File: config.mk
export PLATFORM = sky130hd
export DESIGN_NAME = crtc_timing_gen
export DESIGN_NICKNAME = d
export VERILOG_FILES = /design/src/rtl/crtc_timing_gen.sv
export SDC_FILE = /design/constraint.sdc
export NUM_CORES = 1
export LEC_CHECK = 0
export BUFFER_PORTS_ARGS = -buffer_cell sky130_fd_sc_hd__buf_2
export CAP_MARGIN = 10
export CORE_MARGIN = 1
export CORE_UTILIZATION = 30
export CTS_CLUSTER_DIAMETER = 200
export DETAILED_ROUTE_END_ITERATION = 10
export PLACE_DENSITY_LB_ADDON = 0.25
export SKIP_LAST_GASP = 1
export SYNTH_ARGS = -nofsm -noshare
export SYNTH_HDL_FRONTEND = slang
export SYNTH_SLANG_ARGS = --single-unit
File: constraint.sdc
create_clock -name clk16 -period 4.1 [get_ports clk16]
set_input_delay 0.41 -clock clk16 [delete_from_list [all_inputs] [get_ports clk16]]
set_output_delay 0.41 -clock clk16 [all_outputs]
set_load 0.005 [all_outputs]
File: src/rtl/crtc_timing_gen.sv
// PET CRTC raster timing: character tick, MA/RA, display enable, H/V sync, frame start.
// Define CRTC_CURSOR_EN to add the hardware cursor and its blink frame counter.
module crtc_timing_gen #(
  parameter int CHAR_DIV = 16
) (
  input  logic         clk16,
  input  logic         res_b,
  input  logic [127:0] crtc_regs,
  output logic         char_en,
  output logic [13:0]  ma,
  output logic [4:0]   ra,
  output logic         de,
  output logic         hsync,
  output logic         vsync,
  output logic         cursor,
  output logic         frame_start
);

  localparam int PW = $clog2(CHAR_DIV);

  logic [7:0]    r_s [0:15];
  logic [PW-1:0] presc_r;
  logic          tick_s;
  logic [7:0]    h_r, h_nxt_s;
  logic [4:0]    ra_r, ra_nxt_s;
  logic [6:0]    row_r, row_nxt_s;
  logic          adj_r, adj_nxt_s;
  logic [13:0]   ma_row_r, ma_row_nxt_s;
  logic          frame_end_s;
  logic [3:0]    hs_cnt_r;
  logic [3:0]    vs_cnt_r;
  logic [13:0]   ma_s;
  logic          de_s;
  logic          vs_trig_s;
  logic          cur_s;

  // Split the flat register bus into R0..R15
  always_comb begin
    for (int i = 0; i < 16; i++) begin
      r_s[i] = crtc_regs[8*i +: 8];
    end
  end

  assign tick_s  = (presc_r == PW'(CHAR_DIV - 1));
  assign char_en = tick_s;

  // Character-rate prescaler
  always_ff @(posedge clk16 or negedge res_b) begin
    if (!res_b) begin
      presc_r <= '0;
    end else if (tick_s) begin
      presc_r <= '0;
    end else begin
      presc_r <= presc_r + 1'b1;
    end
  end

  // Next raster position; >= compares let shrunk limits end the count at once
  always_comb begin
    h_nxt_s      = h_r + 8'd1;
    ra_nxt_s     = ra_r;
    row_nxt_s    = row_r;
    adj_nxt_s    = adj_r;
    ma_row_nxt_s = ma_row_r;
    frame_end_s  = 1'b0;
    if (h_r >= r_s[0]) begin
      h_nxt_s = 8'd0;
      if (adj_r) begin
        ra_nxt_s    = ra_r + 5'd1;
        frame_end_s = (({1'b0, ra_r} + 6'd1) >= {1'b0, r_s[5][4:0]});
      end else if (ra_r >= r_s[9][4:0]) begin
        ra_nxt_s     = 5'd0;
        ma_row_nxt_s = ma_row_r + {6'd0, r_s[1]};
        row_nxt_s    = row_r + 7'd1;
        if (row_r >= r_s[4][6:0]) begin
          adj_nxt_s   = (r_s[5][4:0] != 5'd0);
          frame_end_s = (r_s[5][4:0] == 5'd0);
        end else begin
          adj_nxt_s = 1'b0;
        end
      end else begin
        ra_nxt_s = ra_r + 5'd1;
      end
    end else begin
      h_nxt_s = h_r + 8'd1;
    end
    // Frame end overrides any row advance and reloads the start address
    row_nxt_s    = frame_end_s ? 7'd0 : row_nxt_s;
    ra_nxt_s     = frame_end_s ? 5'd0 : ra_nxt_s;
    adj_nxt_s    = frame_end_s ? 1'b0 : adj_nxt_s;
    ma_row_nxt_s = frame_end_s ? {r_s[12][5:0], r_s[13]} : ma_row_nxt_s;
  end

  // Raster counters advance once per character
  always_ff @(posedge clk16 or negedge res_b) begin
    if (!res_b) begin
      h_r      <= 8'd0;
      ra_r     <= 5'd0;
      row_r    <= 7'd0;
      adj_r    <= 1'b0;
      ma_row_r <= 14'd0;
    end else if (tick_s) begin
      h_r      <= h_nxt_s;
      ra_r     <= ra_nxt_s;
      row_r    <= row_nxt_s;
      adj_r    <= adj_nxt_s;
      ma_row_r <= ma_row_nxt_s;
    end
  end

  assign ma_s      = ma_row_r + {6'd0, h_r};
  assign de_s      = (h_r < r_s[1]) && (row_r < r_s[6][6:0]) && !adj_r;
  assign vs_trig_s = (row_r == r_s[7][6:0]) && (ra_r == 5'd0) && !adj_r;

`ifdef CRTC_CURSOR_EN
  logic [4:0] frame_cnt_r;
  logic       blink_s;

  // Frame counter drives the cursor blink
  always_ff @(posedge clk16 or negedge res_b) begin
    if (!res_b) begin
      frame_cnt_r <= 5'd0;
    end else if (tick_s && frame_end_s) begin
      frame_cnt_r <= frame_cnt_r + 5'd1;
    end
  end

  // Blink mode select from R10[6:5]
  always_comb begin
    blink_s = 1'b0;
    case (r_s[10][6:5])
      2'b00:   blink_s = 1'b1;
      2'b01:   blink_s = 1'b0;
      2'b10:   blink_s = frame_cnt_r[3];
      2'b11:   blink_s = frame_cnt_r[4];
      default: blink_s = 1'b0;
    endcase
  end

  assign cur_s = de_s && (ma_s == {r_s[14][5:0], r_s[15]}) &&
                 (ra_r >= r_s[10][4:0]) && (ra_r <= r_s[11][4:0]) && blink_s;
`else
  assign cur_s = 1'b0;
`endif

  // Registered outputs describe the character the counters held at the tick
  always_ff @(posedge clk16 or negedge res_b) begin
    if (!res_b) begin
      ma          <= 14'd0;
      ra          <= 5'd0;
      de          <= 1'b0;
      hsync       <= 1'b0;
      vsync       <= 1'b0;
      cursor      <= 1'b0;
      frame_start <= 1'b0;
      hs_cnt_r    <= 4'd0;
      vs_cnt_r    <= 4'd0;
    end else if (tick_s) begin
      ma          <= ma_s;
      ra          <= ra_r;
      de          <= de_s;
      cursor      <= cur_s;
      frame_start <= (h_r == 8'd0) && (row_r == 7'd0) && (ra_r == 5'd0) && !adj_r;
      if ((h_r == r_s[2]) && (r_s[3][3:0] != 4'd0)) begin
        hsync    <= 1'b1;
        hs_cnt_r <= r_s[3][3:0] - 4'd1;
      end else if (hs_cnt_r != 4'd0) begin
        hs_cnt_r <= hs_cnt_r - 4'd1;
      end else begin
        hsync <= 1'b0;
      end
      // Width field 0 wraps to 15 remaining, i.e. 16 lines
      if (h_r == 8'd0) begin
        if (vs_trig_s) begin
          vsync    <= 1'b1;
          vs_cnt_r <= r_s[3][7:4] - 4'd1;
        end else if (vs_cnt_r != 4'd0) begin
          vs_cnt_r <= vs_cnt_r - 4'd1;
        end else begin
          vsync <= 1'b0;
        end
      end
    end
  end

endmodule

==> results.sh, run 1 <==
export IMPL_status="completed"
export IMPL_tritoncts_num_buffers=9
export IMPL_seqCellArea_um2=1750
export IMPL_dieArea_um2=18300
export IMPL_final_hold_viol_count=0
export IMPL_clk_latency_ps=340
export IMPL_cts_root_buf="clkbuf_16"
export IMPL_synth_area_per_cell_um2=8.85
export IMPL_cp_num_buf_inv=0
export IMPL_slew_violations=0
export IMPL_drc=0
export IMPL_wl_per_cell_um=14.2
export IMPL_track_usage=0.156
export IMPL_cts_tree="done"
export IMPL_worstRegToRegCells=10
export IMPL_vdd_drop_max_mv=0.182
export IMPL_powerDensity_nw_per_um2=315
export IMPL_crit_path_top_delay_cell="dfrtp_1"
export IMPL_start_util=0.307
export IMPL_overflow=0
export IMPL_rows=48
export IMPL_gp_congestion=0.762
export IMPL_relSlewSlack=0.377
export IMPL_tightestPinTransition_ps=935
export IMPL_clockBufferDepth=2
export IMPL_vias=4431
export IMPL_nFillCells=1841
export IMPL_grt_first_pass_wirelength_mm=22.2
export IMPL_critPathTopFamily="compound AO/OA/AOI/OAI gates"
export IMPL_period_minus_slack_ps=2920
export IMPL_maxClockFrequency_mhz=343
export IMPL_finalSetupTns_ps=0
export IMPL_end_kind="flop"
export IMPL_synth_main_ff_cell="dfrtp_1"
export IMPL_die_y_um=135
export IMPL_diodes=0
export IMPL_hp_class="input port to async pin"
export IMPL_cpPeakStageDelay_ps=450
export IMPL_vias_per_cell=4.73
export IMPL_design_core_area_um2=17400
export IMPL_h_tree_depth=3
export IMPL_synthesis_area_um2=5330
export IMPL_r2r_slack_ps=1180
export IMPL_synth_cells=603
export IMPL_clkSinkCount=70
export IMPL_multiInputGateArea_um2=3300
export IMPL_hold_buffers=0
export IMPL_io_buffers=102
export IMPL_syn_to_final_growth_pct=20.3
export IMPL_finalSetupViolCount=0
export IMPL_seq_area_frac_synth=0.328
export IMPL_arrival_ps=3140
export IMPL_async_flop_share=1.00
export IMPL_drtPass1Iterations=4
export IMPL_routed_wl_mm=13.3
export IMPL_worstReg2RegStart="ra_r[0]"
export IMPL_clock_skew_ps=6.15
export IMPL_period_share=0.712
export IMPL_worst_setup_path_type="flop to flop"
export IMPL_synth_seq_cells=70
export IMPL_layout_nets=901
export IMPL_drtIter0Drc=259
export IMPL_timing_rr_end="ma_row_r[13]"
export IMPL_drv_cap=0
export IMPL_finalPower_w=0.00202
export IMPL_antenna_found_initial=0
export IMPL_fp_dieW_um=135
export IMPL_rsz0062_at_grt="false"
export IMPL_startpoint_type="flop"
export IMPL_crit_chain="ha_1 -> xor2_1 -> ha_1 -> a21o_1 -> a31oi_1 -> o221a_4 -> o31ai_4 -> o21ai_4 -> or3b_1 -> o211a_1"
export IMPL_path_clk_slew_ps=60
export IMPL_synth_distinct_cells=68
export IMPL_grt_start_max_net_pins=71
export IMPL_postCtsSetupBuffers=0
export IMPL_drive_gt1_frac=0.204
export IMPL_boundaryPins=155
export IMPL_syn_nets=798
export IMPL_cpMostUsedCell="ha_1"
export IMPL_ant_nets=0
export IMPL_worstPathRequired_ps=4330
export IMPL_cp_max_fo=18
export IMPL_p_leak_nw=3.23
export IMPL_synth_warnings=0
export IMPL_synth_enable_flop_cells=0
export IMPL_cts_resized=0
export IMPL_dp_hpwl_mm=10.3
export IMPL_grt_pass1_vias=4351
flip-flops by register name, indices dropped and copies added (netlist names), 4 cells and up:
signal and flops:
ra 5, vs_cnt_r 4, hs_cnt_r 4, ma 14
presc_r 4, row_r 7, ra_r 5, ma_row_r 14
h_r 8
cell type report:
class | count | share of cell area
Timing Repair Buffer | 106 | 0.0842
Tap cell | 225 | 0.0439
Clock inverter | 5 | 0.0127
Multi-Input combinational cell | 463 | 0.514
Inverter | 56 | 0.0327
Sequential cell | 70 | 0.273
Clock buffer | 11 | 0.0394
cell usage after synthesis, types with 4 or more instances:
cell type	instances	area, um2
a21o_1	8	60.1
a21oi_1	28	140
a22o_1	5	43.8
a32o_1	4	40.0
and3_1	6	37.5
clkbuf_1	8	30.0
dfrtp_1	70	1750
ha_1	63	788
inv_1	55	206
mux2i_1	13	130
nand2_1	69	259
nand2b_1	7	43.8
nand3_1	24	120
nand4_1	5	31.3
nor2_1	35	131
nor2b_1	7	43.8
nor3_1	11	55.1
nor4_1	8	50.1
o21ai_0	41	205
o21ai_1	14	70.1
o31ai_1	5	37.5
or2_2	4	25.0
xnor2_1	21	184
xor2_1	24	210
cell families after synthesis:
group	after synthesis	synth area share
other	1	0.000703
AND/OR/NAND/NOR	196	0.182
XOR/XNOR	45	0.0739
adder cells (fa/ha/maj)	65	0.155
AO/OA/AOI/OAI	142	0.180
buffers and inverters	70	0.0528
multiplexers	14	0.0265
flip-flops	70	0.328
worst max-delay path by stage:
stage / endpoint / cells past startpoint / from / slack (ps)
6_report: ma_row_r[13] / 10 / ra_r[0] / 1180
5_1_grt: ma_row_r[13] / 10 / ra_r[0] / 1020
4_1_cts: ma_row_r[13] / 10 / ra_r[0] / 1150
3_5_place_dp: ma_row_r[13] / 10 / ra_r[0] / 1190
3_3_place_gp: ma_row_r[13] / 10 / ra_r[0] / 1180
2_1_floorplan: ma_row_r[13] / 10 / ra_r[0] / 1550
where the power goes:
part | switching [W] | internal (W) | leakage, nW | total (W)
registers | 0.0000578 | 0.000728 | 0.910 | 0.000786
logic | 0.000191 | 0.000169 | 2.16 | 0.000360
clock network | 0.000311 | 0.000566 | 0.162 | 0.000877
total | 0.000560 | 0.00146 | 3.23 | 0.00202
through the flow:
stage | instance area (um2) | hold slack (ps) | utilization | setup slack, ps | instances
after floorplan | 5330 | 114 | - | 1550 | 603
after global placement | 6080 | 459 | 0.351 | 1180 | 920
after detailed placement | 6080 | 460 | 0.351 | 1190 | 920
after CTS | 6420 | 320 | 0.370 | 1150 | 936
after global routing | 6420 | 344 | 0.370 | 1020 | 936
final | 6420 | 292 | 0.370 | 1180 | 936
per-layer routing:
| layer | routed length [um] | GRT usage |
|---|---|---|
| met1 | 6480 | 0.207 |
| met2 | 6130 | 0.256 |
| met3 | 483 | 0.0228 |
| met4 | 230 | 0.0612 |
| met5 | 0 | 0 |
cells in the final DEF, fill, tap and decap left out, types with 3 or more instances in the layout:
cell	synthesis	layout
ha_1	63	63
mux2i_1	13	13
nand2_1	69	69
nor3b_1	3	3
xnor2_1	21	21
buf_2	3	102
a21o_1	8	8
o21ai_1	14	14
xor2_1	24	24
nand3_1	24	24
nand2b_1	7	7
nor2b_1	7	7
buf_4	2	4
dfrtp_1	70	70
nor2_1	35	35
or3_1	3	3
or2_2	4	4
clkbuf_16	0	9
a32o_1	4	4
o21a_1	3	3
nor3_1	11	11
o31ai_1	5	5
a211oi_1	3	3
nor4_1	8	8
a21oi_1	28	28
nand4_1	5	5
and3_1	6	6
a31oi_1	3	3
o21ai_0	41	41
inv_1	55	55
a22o_1	5	5
(Power assumes the default switching activity.)
==> run 2: changes to the inputs <==
--- a/config.mk
+++ b/config.mk
@@ -5,6 +5,7 @@
 export SDC_FILE = /design/constraint.sdc
 export NUM_CORES = 1
 export LEC_CHECK = 0
+export ABC_AREA = 1
 export BUFFER_PORTS_ARGS = -buffer_cell sky130_fd_sc_hd__buf_2
 export CAP_MARGIN = 10
 export CORE_MARGIN = 1
==> constraint.sdc (replaced) <==
create_clock -name clk16 -period 2.8 [get_ports clk16]
set_input_delay 0.28 -clock clk16 [delete_from_list [all_inputs] [get_ports clk16]]
set_output_delay 0.28 -clock clk16 [all_outputs]
set_load 0.005 [all_outputs]
==> run 2 against run 1 <==
  * Combinational power rose to 3.0 times the previous value
  * Sequential share of layout area shrank 2.2 points
  * Count of clock-buffer cells in the layout fell by 2
  * Final cell count up 28%
  * Area after synthesis rose by 9.5%
  * Register-to-register slack got worse by 800 ps
  * Worst hold slack got worse by 15 ps
  * Critical path type unchanged
  * Largest power group is now registers
  * Highest routed layer unchanged
==> results.sh, run 2 <==
export IMPL_cpPeakStageDelay_ps=430
export IMPL_status="completed"
export IMPL_wl_met2_mm=7.01
export IMPL_synth_main_ff_cell="dfrtp_1"
export IMPL_grt_start_max_net_pins=71
export IMPL_routed_wl_mm=15.2
export IMPL_worst_setup_path_type="flop to flop"
export IMPL_crit_chain="inv_1 -> ha_1 -> ha_1 -> o21ai_1 -> nand2_1 -> nand2_1 -> nand2_1 -> nand2_1 -> nand2_1 -> nand2_1 -> o21ai_4 -> nand2_4 -> inv_2 -> nand2_1 -> nand2_1"
export IMPL_async_flop_share=1.00
export IMPL_cts_resized=0
export IMPL_wl_met1_mm=7.45
export IMPL_maxClockFrequency_mhz=413
export IMPL_final_hold_viol_count=0
export IMPL_worst_slack_ps=378
export IMPL_synthesis_area_um2=5840
export IMPL_critPathTopFamily="adder cells"
export IMPL_period_share=0.865
export IMPL_place_ws_ps=372
export IMPL_synth_distinct_cells=40
export IMPL_synth_xor_area_share=0.0465
export IMPL_antenna_found_initial=0
export IMPL_synth_cells=828
export IMPL_postCtsSetupBuffers=0
export IMPL_synth_top_area_frac=0.300
export IMPL_cts_root_buf="clkbuf_16"
export IMPL_drc=0
export IMPL_synth_area_per_cell_um2=7.05
export IMPL_drive_gt1_frac=0.179
export IMPL_synthTopCellsByCount="nand2_1, inv_1, dfrtp_1, ha_1, nor2_1"
export IMPL_wl_per_cell_um=12.6
export IMPL_syn_to_final_growth_pct=19.4
export IMPL_drv_cap=0
export IMPL_synth_mux_area_frac=0
export IMPL_slew_violations=0
export IMPL_seqCellArea_um2=1750
export IMPL_clock_skew_ps=9.20
export IMPL_syn_nets=1023
export IMPL_layout_nets=1131
export IMPL_cpMostUsedCell="nand2_1"
export IMPL_grt_first_pass_wirelength_mm=25.4
export IMPL_synth_warnings=0
export IMPL_cp_num_buf_inv=2
export IMPL_start_util=0.309
export IMPL_top_layer_used="met4"
export IMPL_synth_most_common_cell="nand2_1"
export IMPL_period_minus_slack_ps=2420
export IMPL_finalSetupViolCount=0
export IMPL_final_common_cell="nand2_1"
export IMPL_end_kind="flop"
export IMPL_powerDensity_nw_per_um2=520
export IMPL_rsz0062_at_grt="false"
export IMPL_ant_nets=0
export IMPL_worstPathRequired_ps=3080
export IMPL_final_cell_mix="nand2_1, inv_1, buf_2"
export IMPL_overflow=0
export IMPL_vias=5346
export IMPL_rows=50
export IMPL_route_met3_wl_um=613
export IMPL_path_clk_slew_ps=60
export IMPL_synth_top_family_by_area="simple AND/OR/NAND/NOR gates"
export IMPL_synth_seq_cells=70
export IMPL_vdd_drop_max_mv=0.240
export IMPL_cts_tree="done"
export IMPL_finalSetupTns_ps=0
export IMPL_fp_dieW_um=142
export IMPL_hp_class="input port to flop"
export IMPL_h_tree_depth=3
export IMPL_multiInputGateArea_um2=3480
export IMPL_utilization=0.369
export IMPL_vias_per_cell=4.45
export IMPL_nFillCells=2099
export IMPL_crit_path_top_delay_cell="dfrtp_1"
export IMPL_seq_area_frac_synth=0.300
export IMPL_synth_adder_area_share=0.142
export IMPL_dieArea_um2=20000
export IMPL_io_buffers=102
export IMPL_hold_buffers=1
export IMPL_finalPower_w=0.00362
export IMPL_die_y_um=142
export IMPL_synth_enable_flop_cells=0
export IMPL_diodes=0
export IMPL_gp_congestion=0.841
export IMPL_startpoint_type="flop"
export IMPL_clkSinkCount=70
export IMPL_track_usage=0.162
export IMPL_drtIter0Drc=218
export IMPL_grt_pass1_vias=5181
export IMPL_yosys_area_share_simple=0.307
export IMPL_drtPass1Iterations=5
export IMPL_synth_top_cell_by_area="dfrtp_1"
export IMPL_dp_hpwl_mm=11.9
export IMPL_tritoncts_num_buffers=9
export IMPL_synth_top_cells_by_area="dfrtp_1, nand2_1, ha_1"
export IMPL_boundaryPins=155
export IMPL_design_core_area_um2=18900
export IMPL_clockBufferDepth=2
export IMPL_arrival_ps=2700
export IMPL_clk_latency_ps=340
export IMPL_cp_max_fo=14
export IMPL_p_leak_nw=3.92
export IMPL_synth_compound_area_frac=0.0994
export IMPL_reg_largest_list="ma (14), ma_row_r (14), h_r (8)"
[run 2: cell count changes after synthesis, sizes merged, moves of 9 or more]
cell / change
xnor2: -12
nand3: +24
nor2: +21
nand2b: -9
mux2i: -13
nand2: +201
nand4: +15
inv: +65
[run 2: layout make-up]
type | instances | share of cell area
tap | 260 | 0.0467
multi-input combinational | 616 | 0.499
sequential | 70 | 0.251
timing repair buffer | 116 | 0.0904
clock buffer | 9 | 0.0323
inverter | 123 | 0.0666
clock inverter | 7 | 0.0140
[run 2: report_power, final]
group	switching (W)	internal [W]	total [W]	leakage, nW
clock	0.000477	0.000783	0.00126	0.152
combinational	0.000641	0.000448	0.00109	2.86
sequential	0.000140	0.00113	0.00127	0.911
total	0.00126	0.00237	0.00362	3.92
[run 2: worst register-to-register path: stages, from the launching register on]
cell,delay [ps]
dfrtp_1,430
inv_1,140
ha_1,360
ha_1,280
o21ai_1,50
nand2_1,60
nand2_1,40
nand2_1,50
nand2_1,60
nand2_1,60
nand2_1,70
o21ai_4,220
nand2_4,100
inv_2,250
nand2_1,110
nand2_1,70
[run 2: metrics by stage]
| step | hold WS [ps] | cells | instance area, um2 |
|---|---|---|---|
| finish | 277 | 1201 | 6970 |
| global route | 300 | 1201 | 6970 |
| CTS | 265 | 1201 | 6970 |
| detailed placement | 346 | 1184 | 6640 |
| global placement | 345 | 1184 | 6640 |
| floorplan | -15.6 | 828 | 5840 |
[run 2: kinds of logic after synthesis]
family / after synthesis
adder cells (fa/ha/maj): 65
flip-flops: 70
buffers and inverters: 142
XOR/XNOR: 31
AND/OR/NAND/NOR: 416
other: 1
AO/OA/AOI/OAI: 103
[run 2: worst paths after layout]
check,cells past startpoint,startpoint,end,slack (ps)
max,15,ra_r[0],ma_row_r[5],380
min,5,crtc_regs[107],ma_row_r[3],280
max reg2reg,15,ra_r[0],ma_row_r[5],380
min reg2reg,2,ra[3],ra[3],480
max in group asynchronous,3,res_b,vs_cnt_r[3],1960
min in group asynchronous,3,res_b,ma_row_r[8],490
[run 2: layer usage]
layer  GRT usage  vias to the layer above
met1       0.213                     2361
li1            -                     2864
met3      0.0304                        7
met4      0.0458                        0
met5           0                        -
met2       0.273                      114
